===== config.mk =====
export PLATFORM = sky130hd
export DESIGN_NAME = tank_plant_emulator
export DESIGN_NICKNAME = d
export VERILOG_FILES = /design/src/rtl/tank_plant_emulator.sv
export SDC_FILE = /design/constraint.sdc
export NUM_CORES = 1
export LEC_CHECK = 0
export ABC_AREA = 0
export ABC_CLOCK_PERIOD_IN_PS = 4940
export CAP_MARGIN = 0
export CORE_MARGIN = 4
export CORE_UTILIZATION = 35
export DETAILED_ROUTE_END_ITERATION = 12
export GPL_TIMING_DRIVEN = 0
export MAX_ROUTING_LAYER = met4
export PLACE_DENSITY = 0.61
export SYNTH_ARGS = -nofsm -noshare
export SYNTH_HDL_FRONTEND = slang
export SYNTH_SLANG_ARGS = --single-unit

===== constraint.sdc =====
create_clock -name clock -period 4.94 [get_ports clock]
set_input_delay 0.988 -clock clock [delete_from_list [all_inputs] [get_ports clock]]
set_output_delay 0.988 -clock clock [all_outputs]
set_load 0.1 [all_outputs]

===== src/rtl/tank_plant_emulator.sv =====
// Closed-loop plant model of the irrigation tank and soil bed, ticked by a prescaler.
// Optional switch fault injection is enabled by defining TANK_FAULT_INJ_EN.
module tank_plant_emulator #(
  parameter int CAP        = 200,
  parameter int INIT_LEVEL = 0,
  parameter int TICK_DIV   = 50000,
  parameter int FILL_RATE  = 4,
  parameter int SPR_RATE   = 3,
  parameter int DRIP_RATE  = 1,
  parameter int L_TH       = 20,
  parameter int M_TH       = 100,
  parameter int H_TH       = 180,
  parameter int WET_TH     = 128,
  parameter int DRY_TH     = 64,
  parameter int DRY_RATE   = 1
) (
  input  logic       clock,
  input  logic       Rst,
  input  logic       Ve,
  input  logic       Bs,
  input  logic       Vs,
  input  logic       clr,
`ifdef TANK_FAULT_INJ_EN
  input  logic [1:0] fault_sel,
`endif
  output logic       H,
  output logic       M,
  output logic       L,
  output logic       Us,
  output logic [7:0] level,
  output logic [7:0] moisture,
  output logic       tick,
  output logic       ovf,
  output logic       dry_run
);

  localparam int CW = $clog2(TICK_DIV);
  localparam logic [CW-1:0] TICK_LAST = CW'(TICK_DIV - 1);
  localparam logic [9:0] CAP10  = 10'(CAP);
  localparam logic [7:0] CAP8   = 8'(CAP);
  localparam logic [9:0] FILL10 = 10'(FILL_RATE);
  localparam logic [9:0] SPR10  = 10'(SPR_RATE);
  localparam logic [9:0] DRIP10 = 10'(DRIP_RATE);
  localparam logic [7:0] INIT8  = 8'(INIT_LEVEL);
  localparam logic [7:0] LTH8   = 8'(L_TH);
  localparam logic [7:0] MTH8   = 8'(M_TH);
  localparam logic [7:0] HTH8   = 8'(H_TH);
  localparam logic [7:0] WET8   = 8'(WET_TH);
  localparam logic [7:0] DRYT8  = 8'(DRY_TH);
  localparam logic [7:0] DRYR8  = 8'(DRY_RATE);
  localparam logic L_INIT = (INIT_LEVEL >= L_TH) ? 1'b1 : 1'b0;
  localparam logic M_INIT = (INIT_LEVEL >= M_TH) ? 1'b1 : 1'b0;
  localparam logic H_INIT = (INIT_LEVEL >= H_TH) ? 1'b1 : 1'b0;

  typedef enum logic {
    SOIL_DRY = 1'b0,
    SOIL_WET = 1'b1
  } soil_e;

  logic [CW-1:0] cnt_q, cnt_d;
  logic          tick_q, tick_d;
  logic [7:0]    level_q, level_d;
  logic [7:0]    moist_q, moist_d;
  logic          ovf_q, ovf_d;
  logic          dry_q, dry_d;
  soil_e         soil_q, soil_d;
  logic          h_q, h_d, m_q, m_d, l_q, l_d;

  logic [9:0]    in_s, dem_s, avail_s, del_s, net_s;
  logic [10:0]   wet_sum_s;
  logic [7:0]    decay_s;

  // Net water balance for one tick: inflow is usable by the outflow of the same tick.
  always_comb begin
    in_s      = Ve ? FILL10 : 10'd0;
    dem_s     = (Bs ? SPR10 : 10'd0) + (Vs ? DRIP10 : 10'd0);
    avail_s   = {2'b00, level_q} + in_s;
    del_s     = (dem_s < avail_s) ? dem_s : avail_s;
    net_s     = avail_s - del_s;
    wet_sum_s = {3'b000, moist_q} + {del_s, 1'b0};
    decay_s   = (moist_q > DRYR8) ? (moist_q - DRYR8) : 8'd0;
  end

  // Prescaler and plant next state; plant state only moves on the tick edge.
  always_comb begin
    cnt_d   = (cnt_q == TICK_LAST) ? {CW{1'b0}} : (cnt_q + CW'(1));
    tick_d  = (cnt_d == TICK_LAST);
    level_d = level_q;
    moist_d = moist_q;
    if (tick_q) begin
      level_d = (net_s > CAP10) ? CAP8 : net_s[7:0];
      if (del_s != 10'd0) begin
        moist_d = (wet_sum_s > 11'd255) ? 8'd255 : wet_sum_s[7:0];
      end else begin
        moist_d = decay_s;
      end
    end else begin
      level_d = level_q;
      moist_d = moist_q;
    end
    // A set condition on the tick edge beats a simultaneous clear.
    if (tick_q && Ve && (avail_s > CAP10)) begin
      ovf_d = 1'b1;
    end else if (clr) begin
      ovf_d = 1'b0;
    end else begin
      ovf_d = ovf_q;
    end
    if (tick_q && Bs && (avail_s < SPR10)) begin
      dry_d = 1'b1;
    end else if (clr) begin
      dry_d = 1'b0;
    end else begin
      dry_d = dry_q;
    end
  end

  // Soil humidity hysteresis, evaluated from the registered moisture.
  always_comb begin
    soil_d = soil_q;
    case (soil_q)
      SOIL_DRY: begin
        if (moist_q >= WET8) soil_d = SOIL_WET;
        else                 soil_d = SOIL_DRY;
      end
      SOIL_WET: begin
        if (moist_q < DRYT8) soil_d = SOIL_DRY;
        else                 soil_d = SOIL_WET;
      end
      default: soil_d = SOIL_DRY;
    endcase
  end

  // Level switches, with optional overrides that deliberately break H=>M=>L.
  always_comb begin
    l_d = (level_q >= LTH8);
    m_d = (level_q >= MTH8);
    h_d = (level_q >= HTH8);
`ifdef TANK_FAULT_INJ_EN
    case (fault_sel)
      2'd1:    l_d = 1'b0;
      2'd2:    m_d = 1'b1;
      2'd3:    h_d = 1'b1;
      default: l_d = (level_q >= LTH8);
    endcase
`endif
  end

  // State registers.
  always_ff @(posedge clock or negedge Rst) begin
    if (!Rst) begin
      cnt_q   <= {CW{1'b0}};
      tick_q  <= 1'b0;
      level_q <= INIT8;
      moist_q <= 8'd0;
      ovf_q   <= 1'b0;
      dry_q   <= 1'b0;
      soil_q  <= SOIL_DRY;
      h_q     <= H_INIT;
      m_q     <= M_INIT;
      l_q     <= L_INIT;
    end else begin
      cnt_q   <= cnt_d;
      tick_q  <= tick_d;
      level_q <= level_d;
      moist_q <= moist_d;
      ovf_q   <= ovf_d;
      dry_q   <= dry_d;
      soil_q  <= soil_d;
      h_q     <= h_d;
      m_q     <= m_d;
      l_q     <= l_d;
    end
  end

  assign tick     = tick_q;
  assign level    = level_q;
  assign moisture = moist_q;
  assign ovf      = ovf_q;
  assign dry_run  = dry_q;
  assign Us       = (soil_q == SOIL_WET);
  assign H        = h_q;
  assign M        = m_q;
  assign L        = l_q;

endmodule

==> metrics.md, run 1 <==
| Metric | Value |
|---|---|
| Run status | `finished clean` |
| P&R area growth vs syn | `20.4%` |
| Die Y-Extent | `102 um` |
| Clk Latency, worst-skew pair | `300 ps` |
| Commonest register cell after synthesis | `dfrtp_1` |
| WL final | `7390 um` |
| Most common library cell in the layout ignoring fill and taps | `dfrtp_1` |
| Post-synthesis register bit count | `39` |
| Leakage power | `1.60 nW` |
| CTS sink cnt | `39` |
| Clock skew | `14.6 ps` |
| # hold bufs at CTS | `0` |
| Effective utilization at floorplan | `36.8%` |
| Setup-failing EPs final | `0` |
| CTS H-tree depth | `2` |
| Busiest grt layer | `met2` |
| GRT Total Usage | `15.3%` |
| VDD IR max | `0.0000900 V` |
| PnR worst setup slack | `166 ps` |
| Final core utilization | `44.3%` |
| Initial antenna violation count | `0` |
| Grt met3 use | `2.25%` |
| Maximum capacitance violations | `0` |
| WP data arrival | `4980 ps` |
| Fin crit share | `96.6%` |
| Largest net degree at the start of global routing | `23` |
| Hold path startpoint | `Us` |
| Crit-path max FO | `5` |
| Min Clock Period, post-route | `4770 ps` |
| CTS Buf Count | `5` |
| Fraction of final layout cells sized beyond drive strength 1 | `11.9%` |
| Die width | `102 um` |
| Startpoint Class | `input pin` |
| CP required | `5150 ps` |
| I/O pins | `29` |
| Crit Path Class | `in2reg` |
| FFs w/ async S/R, synth | `100%` |
| Layout fillers | `817` |
| DP Wirelength | `5470 um` |
| GR Util met2 | `24.0%` |
| Core area | `8380 um^2` |
| Power Density | `172 nW/um^2` |
| Fmax achieved | `209 MHz` |
| CTS tree | `done` |
| Vias/cell | `5.57` |
| Critical Path Source | `Vs` |
| Grt ovf | `0` |
| Number of synthesized flops with an enable pin | `0` |
| Initial DRC Count | `163` |
| Die Area | `10400 um^2` |
| Synth area leader | `dfrtp_1` |
| Vias in the first global route | `2571` |
| Residual DRC count | `0` |
| Wire length per cell | `15.0 um` |
| Router iterations before antenna repair | `5` |
| Syn avg cell area | `8.97 um^2` |
| Pre-CTS setup slack | `-445 ps` |
| RD Place Congestion | `0.874` |
| Synth Cell Area | `3090 um^2` |
| Via count | `2748` |
| Worst r2r dst | `level[5]` |
| Finished Cell Area | `3710 um^2` |
| FF-to-FF Start | `level[2]` |
| IO buf count | `28` |
| Slew Viols, Final | `0` |
| Row cnt | `33` |
| Worst hold-check path type | `reg2reg` |
| Highest-count cells in the layout ignoring fill and taps | `dfrtp_1 (39), nor2_1 (29), clkdlybuf4s50_1 (27)` |
| Antenna-violating nets left | `0` |
| Worst-path clk slew | `90 ps` |
| Met1 usage | `20.6%` |
| Mapped Cells | `344` |
| Worst R2R Setup Slack | `900 ps` |
| Worst setup path endpoint | `level[5]` |
| Seq/Total Area, Yosys | `31.6%` |
| Area contributors post-synth | `dfrtp_1 (32%), ha_1 (8.9%), nor2_1 (3.5%), nand2_1 (3.2%), inv_1 (2.9%)` |
| Slew margin rel. | `34.7%` |
| Root Buffer | `clkbuf_8` |
| Worst-Margin Slew | `976 ps` |
| Post-Place Cells | `481` |
| Crit end category | `flip-flop` |
| Ys Warns | `0` |
| Longest Clk Path Bufs | `2` |
| Final hold vios | `0` |
| # nets final | `417` |
| Post-place instance area | `3530 um^2` |
| First-pass GRT wire length | `12400 um` |
| Worst r2r path cells | `15` |
| Yosys cell types | `68` |
| Diode count | `0` |
| Fin cells | `493` |
| Share of the synthesized area in the top cell type | `31.6%` |
cell type report:
cell class	instances	area, um^2	area share [%]
buffer	16	113	3.03
clock buffer	7	86.3	2.32
clock inverter	1	8.76	0.236
inverter	25	93.8	2.53
multi-input combinational	267	1970	53.1
sequential	39	976	26.3
tap	105	131	3.54
timing repair buffer	33	333	8.96
state kept, by name (all words and copies together) (netlist names):
register / flops
Us: 1
level: 8
H: 1
cnt_q: 16
L: 1
moisture: 8
tick: 1
M: 1
dry_run: 1
ovf: 1
logic make-up after synthesis:
family / Yosys count / synth area share [%]
AOI/OAI and AO/OA: 82 / 18.9
xor gates and xnor gates: 22 / 7.18
adders and majority gates: 24 / 10.2
buffers and inverters: 41 / 6.69
DFF: 39 / 31.6
muxes: 8 / 2.84
other: 1 / 0.122
and+or+nand+nor: 127 / 22.4
cells in the mapped netlist (3+ instances only):
cell,instances
xnor2_1,10
nor4_1,5
nor2_1,29
a21o_1,4
buf_6,6
xor2_1,9
ha_1,22
and3_1,7
nor3_1,6
o21a_1,4
nand2b_1,3
nand4_1,11
mux2i_1,5
o211ai_1,3
inv_1,24
buf_2,3
a31oi_1,9
o41ai_1,3
a211oi_2,3
nand3_1,11
o22ai_1,3
nand3b_1,4
nor3b_1,5
clkbuf_1,6
dfrtp_1,39
a21boi_0,3
o21ai_0,15
nand2_1,26
a21oi_1,15
nor2b_1,5
through the flow:
| stage | power (mW) | setup TNS, ps | hold WS [ps] |
|---|---|---|---|
| 2_1_floorplan | 0.380 | 0 | 467 |
| 3_3_place_gp | 0.403 | -1970 | 472 |
| 4_1_cts | 0.645 | 0 | 501 |
| 3_5_place_dp | 0.407 | -1990 | 470 |
| 6_report | 0.640 | 0 | 498 |
| 5_1_grt | 0.671 | -18.1 | 525 |
what timing repair did:
action	in CTS	in global routing
resized for setup	6	5
hold endpoints to repair	0	0
buffers inserted	0	4
endpoints found under the setup margin	2	5
pin swaps	0	3
gates cloned	0	0
where the power goes:
part           leakage, nW  switching, mW  total (mW)  internal, mW
Combinational         1.09         0.0490      0.0850        0.0360
Clock               0.0484          0.120       0.235         0.115
Sequential           0.465        0.00110       0.321         0.320
Total                 1.60          0.170       0.640         0.470
worst min-delay path by stage:
stage / end / slack (ps) / cells past startpoint
after floorplan: cnt_q[13] / 470 / 1
after global placement: Us / 470 / 1
after detailed placement: Us / 470 / 1
after CTS: Us / 500 / 1
after global routing: Us / 520 / 1
final: Us / 500 / 1
worst max-delay path, stage by stage:
cell	delay, ps
clkdlybuf4s50_1	480
inv_1	50
ha_1	200
ha_1	280
a21boi_0	200
o21a_1	150
o2111a_2	280
mux2i_2	270
ha_2	230
inv_1	60
fa_2	390
a211oi_4	260
nand2b_1	100
or3_1	330
and3_4	190
a2111o_1	400
a31oi_1	140
per-layer routing:
layer	wire length (um)	share of wire, %
met4	135	1.8
met5	0	0
met1	3450	47
met3	366	5.0
met2	3440	47
(Power assumes the default switching activity.)
==> run 2: changes to the inputs <==
--- a/config.mk
+++ b/config.mk
@@ -16,2 +16,3 @@
 export PLACE_DENSITY = 0.61
+export SKIP_LAST_GASP = 1
 export SYNTH_ARGS = -nofsm -noshare
--- a/constraint.sdc
+++ b/constraint.sdc
@@ -3,2 +3,2 @@
 set_output_delay 0.988 -clock clock [all_outputs]
-set_load 0.1 [all_outputs]
+set_load 0.005 [all_outputs]
==> results of run 2 <==
Same layout as run 1 (identical final DEF). Status: finished clean.
Main changes from that run: total power 0.640 mW -> 0.635 mW
==> run 3: changes to the inputs <==
SETUP_SLACK_MARGIN = 0.15   (was not set)
==> run 3 against run 2 <==
Against the previous run: register-to-register slack better by 50 ps; first-iteration DRC count up 13%; cell area up 0.64%; clock power about the same; clock skew about the same; sequential cell count unchanged; via count down 0.29%; sequential power about the same; final cell count up 0.20%; sequential share of layout area down 0.17 points; power up 0.25%; clock-buffer cell count unchanged; largest cell class unchanged; highest routed layer unchanged.
==> metrics.md, run 3 (synthesis gave the netlist of run 1 again) <==
| Metric | Value |
|---|---|
| Min Clock Period, post-route | `4720 ps` |
| Fmax achieved | `212 MHz` |
| Grt ovf | `0` |
| Wire length per cell | `15.1 um` |
| Startpoint Class | `input pin` |
| Core area | `8380 um^2` |
| Worst-Margin Slew | `864 ps` |
| Crit-path max FO | `5` |
| Logic pwr share | `12.9%` |
| Vias/cell | `5.55` |
| Diode count | `0` |
| Antenna-violating nets left | `0` |
| CP required | `5150 ps` |
| WHS | `498 ps` |
| Die Area | `10400 um^2` |
| I/O pins | `29` |
| RSZ-0062 raised after global routing | `true` |
| Finished Cell Area | `3740 um^2` |
| Internal | `0.472 mW` |
| Hold path startpoint | `Us` |
| FF-to-FF Start | `level[2]` |
| Row cnt | `33` |
| CTS sink cnt | `39` |
| Worst hold-check path type | `reg2reg` |
| Met1 usage | `20.8%` |
| Maximum capacitance violations | `0` |
| Via count | `2740` |
| Critical Path Source | `Vs` |
| Highest-count cells in the layout ignoring fill and taps | `dfrtp_1 (39), nor2_1 (29), clkdlybuf4s50_1 (27)` |
| Fraction of final layout cells sized beyond drive strength 1 | `12.9%` |
| PnR worst setup slack | `222 ps` |
| VDD IR max | `0.0000897 V` |
| Initial antenna violation count | `0` |
| Design Power | `0.637 mW` |
| Final hold vios | `0` |
| Hold Path Depth | `1` |
| Most common library cell in the layout ignoring fill and taps | `dfrtp_1` |
| Setup-failing EPs final | `0` |
| CTS tree | `done` |
| GRT Total Usage | `15.4%` |
| Clock skew | `14.9 ps` |
| Fin crit share | `95.5%` |
| Worst r2r path cells | `15` |
| WP data arrival | `4930 ps` |
| GR Util met2 | `24.1%` |
| Vias in the first global route | `2584` |
| Sequential Power Share | `50.4%` |
| Pre-CTS setup slack | `-445 ps` |
| Crit Path Class | `in2reg` |
| Die Y-Extent | `102 um` |
| Effective utilization at floorplan | `36.8%` |
| Run status | `finished clean` |
| CTS Buf Count | `5` |
| WL final | `7480 um` |
| Busiest grt layer | `met2` |
| Clk Latency, worst-skew pair | `300 ps` |
| IO buf count | `28` |
| # nets final | `418` |
| Leakage power | `1.61 nW` |
| Largest net degree at the start of global routing | `23` |
| Worst-path clk slew | `90 ps` |
| DP Wirelength | `5470 um` |
| Max reg flops | `16` |
| Clk network pwr share | `36.7%` |
| Longest Clk Path Bufs | `2` |
| Switching power | `0.165 mW` |
| Router iterations before antenna repair | `4` |
| Power Density | `170 nW/um^2` |
| CTS H-tree depth | `2` |
| Switch share | `25.9%` |
| Post-place instance area | `3530 um^2` |
| Slew margin rel. | `41.9%` |
| RD Place Congestion | `0.874` |
| Final core utilization | `44.6%` |
| Grt met3 use | `2.25%` |
| Die width | `102 um` |
| P&R area growth vs syn | `21.2%` |
| Slew Viols, Final | `0` |
| Largest Register | `cnt_q` |
| Layout fillers | `819` |
| Residual DRC count | `0` |
| Root Buffer | `clkbuf_8` |
| First-pass GRT wire length | `12500 um` |
| Initial DRC Count | `184` |
| Crit end category | `flip-flop` |
-- run 3: changes by cell type in the layout (fill, tap and decap cells not counted), sizes merged --
cell and delta:
buf +1
-- run 3: repair_timing --
| item | CTS | global route |
|---|---|---|
| resized for setup | 8 | 7 |
| endpoints found under the setup margin | 7 | 7 |
| hold buffers | 0 | 0 |
| buffers inserted | 1 | 4 |
| pin swaps | 1 | 4 |
-- run 3: metal layers --
| metal | vias up | routed length (um) |
|---|---|---|
| li1 | 1335 | - |
| met1 | 1321 | 3520 |
| met2 | 72 | 3530 |
| met3 | 12 | 313 |
| met4 | 0 | 116 |
| met5 | - | 0 |
-- run 3: area by class of cell --
class | count | area [um^2] | share of cell area [%]
tap | 105 | 131 | 3.51
clock inverter | 1 | 8.76 | 0.234
buffer | 16 | 113 | 3.01
multi-input combinational | 267 | 1990 | 53.2
clock buffer | 7 | 86.3 | 2.31
sequential | 39 | 976 | 26.1
timing repair buffer | 34 | 340 | 9.10
inverter | 25 | 93.8 | 2.51
-- run 3: worst max-delay path: stages --
cell             delay, ps
clkdlybuf4s50_1        490
inv_1                   50
ha_1                   210
ha_1                   280
a21boi_1               180
o21a_1                 140
o2111a_2               280
mux2i_2                260
ha_2                   210
inv_1                   60
fa_2                   390
a211oi_4               240
nand2b_1               100
or3_4                  340
and3_4                 180
a2111o_1               400
a31oi_1                140
-- run 3: through the flow --
stage,TNS (ps),std cells
6_report,0,494
5_1_grt,0,494
4_1_cts,0,490
3_5_place_dp,-1990,481
3_3_place_gp,-1970,480
2_1_floorplan,0,347
-- run 3: final timing paths --
check / endpoint / slack (ps)
setup / recovery: level[5] / 220
hold / removal: Us / 500
setup reg to reg: level[5] / 950
hold reg to reg: Us / 500
max in group asynchronous: cnt_q[12] / 3800
min in group asynchronous: moisture[4] / 650
-- run 3: power groups by stage --
| stage | registers [mW] | logic [mW] | clock network (mW) |
|---|---|---|---|
| 5_1_grt | 0.321 | 0.0915 | 0.256 |
| 6_report | 0.321 | 0.0820 | 0.234 |
| 2_1_floorplan | 0.327 | 0.0471 | 0 |
| 3_5_place_dp | 0.327 | 0.0739 | 0 |
| 3_3_place_gp | 0.327 | 0.0702 | 0 |
| 4_1_cts | 0.321 | 0.0787 | 0.242 |
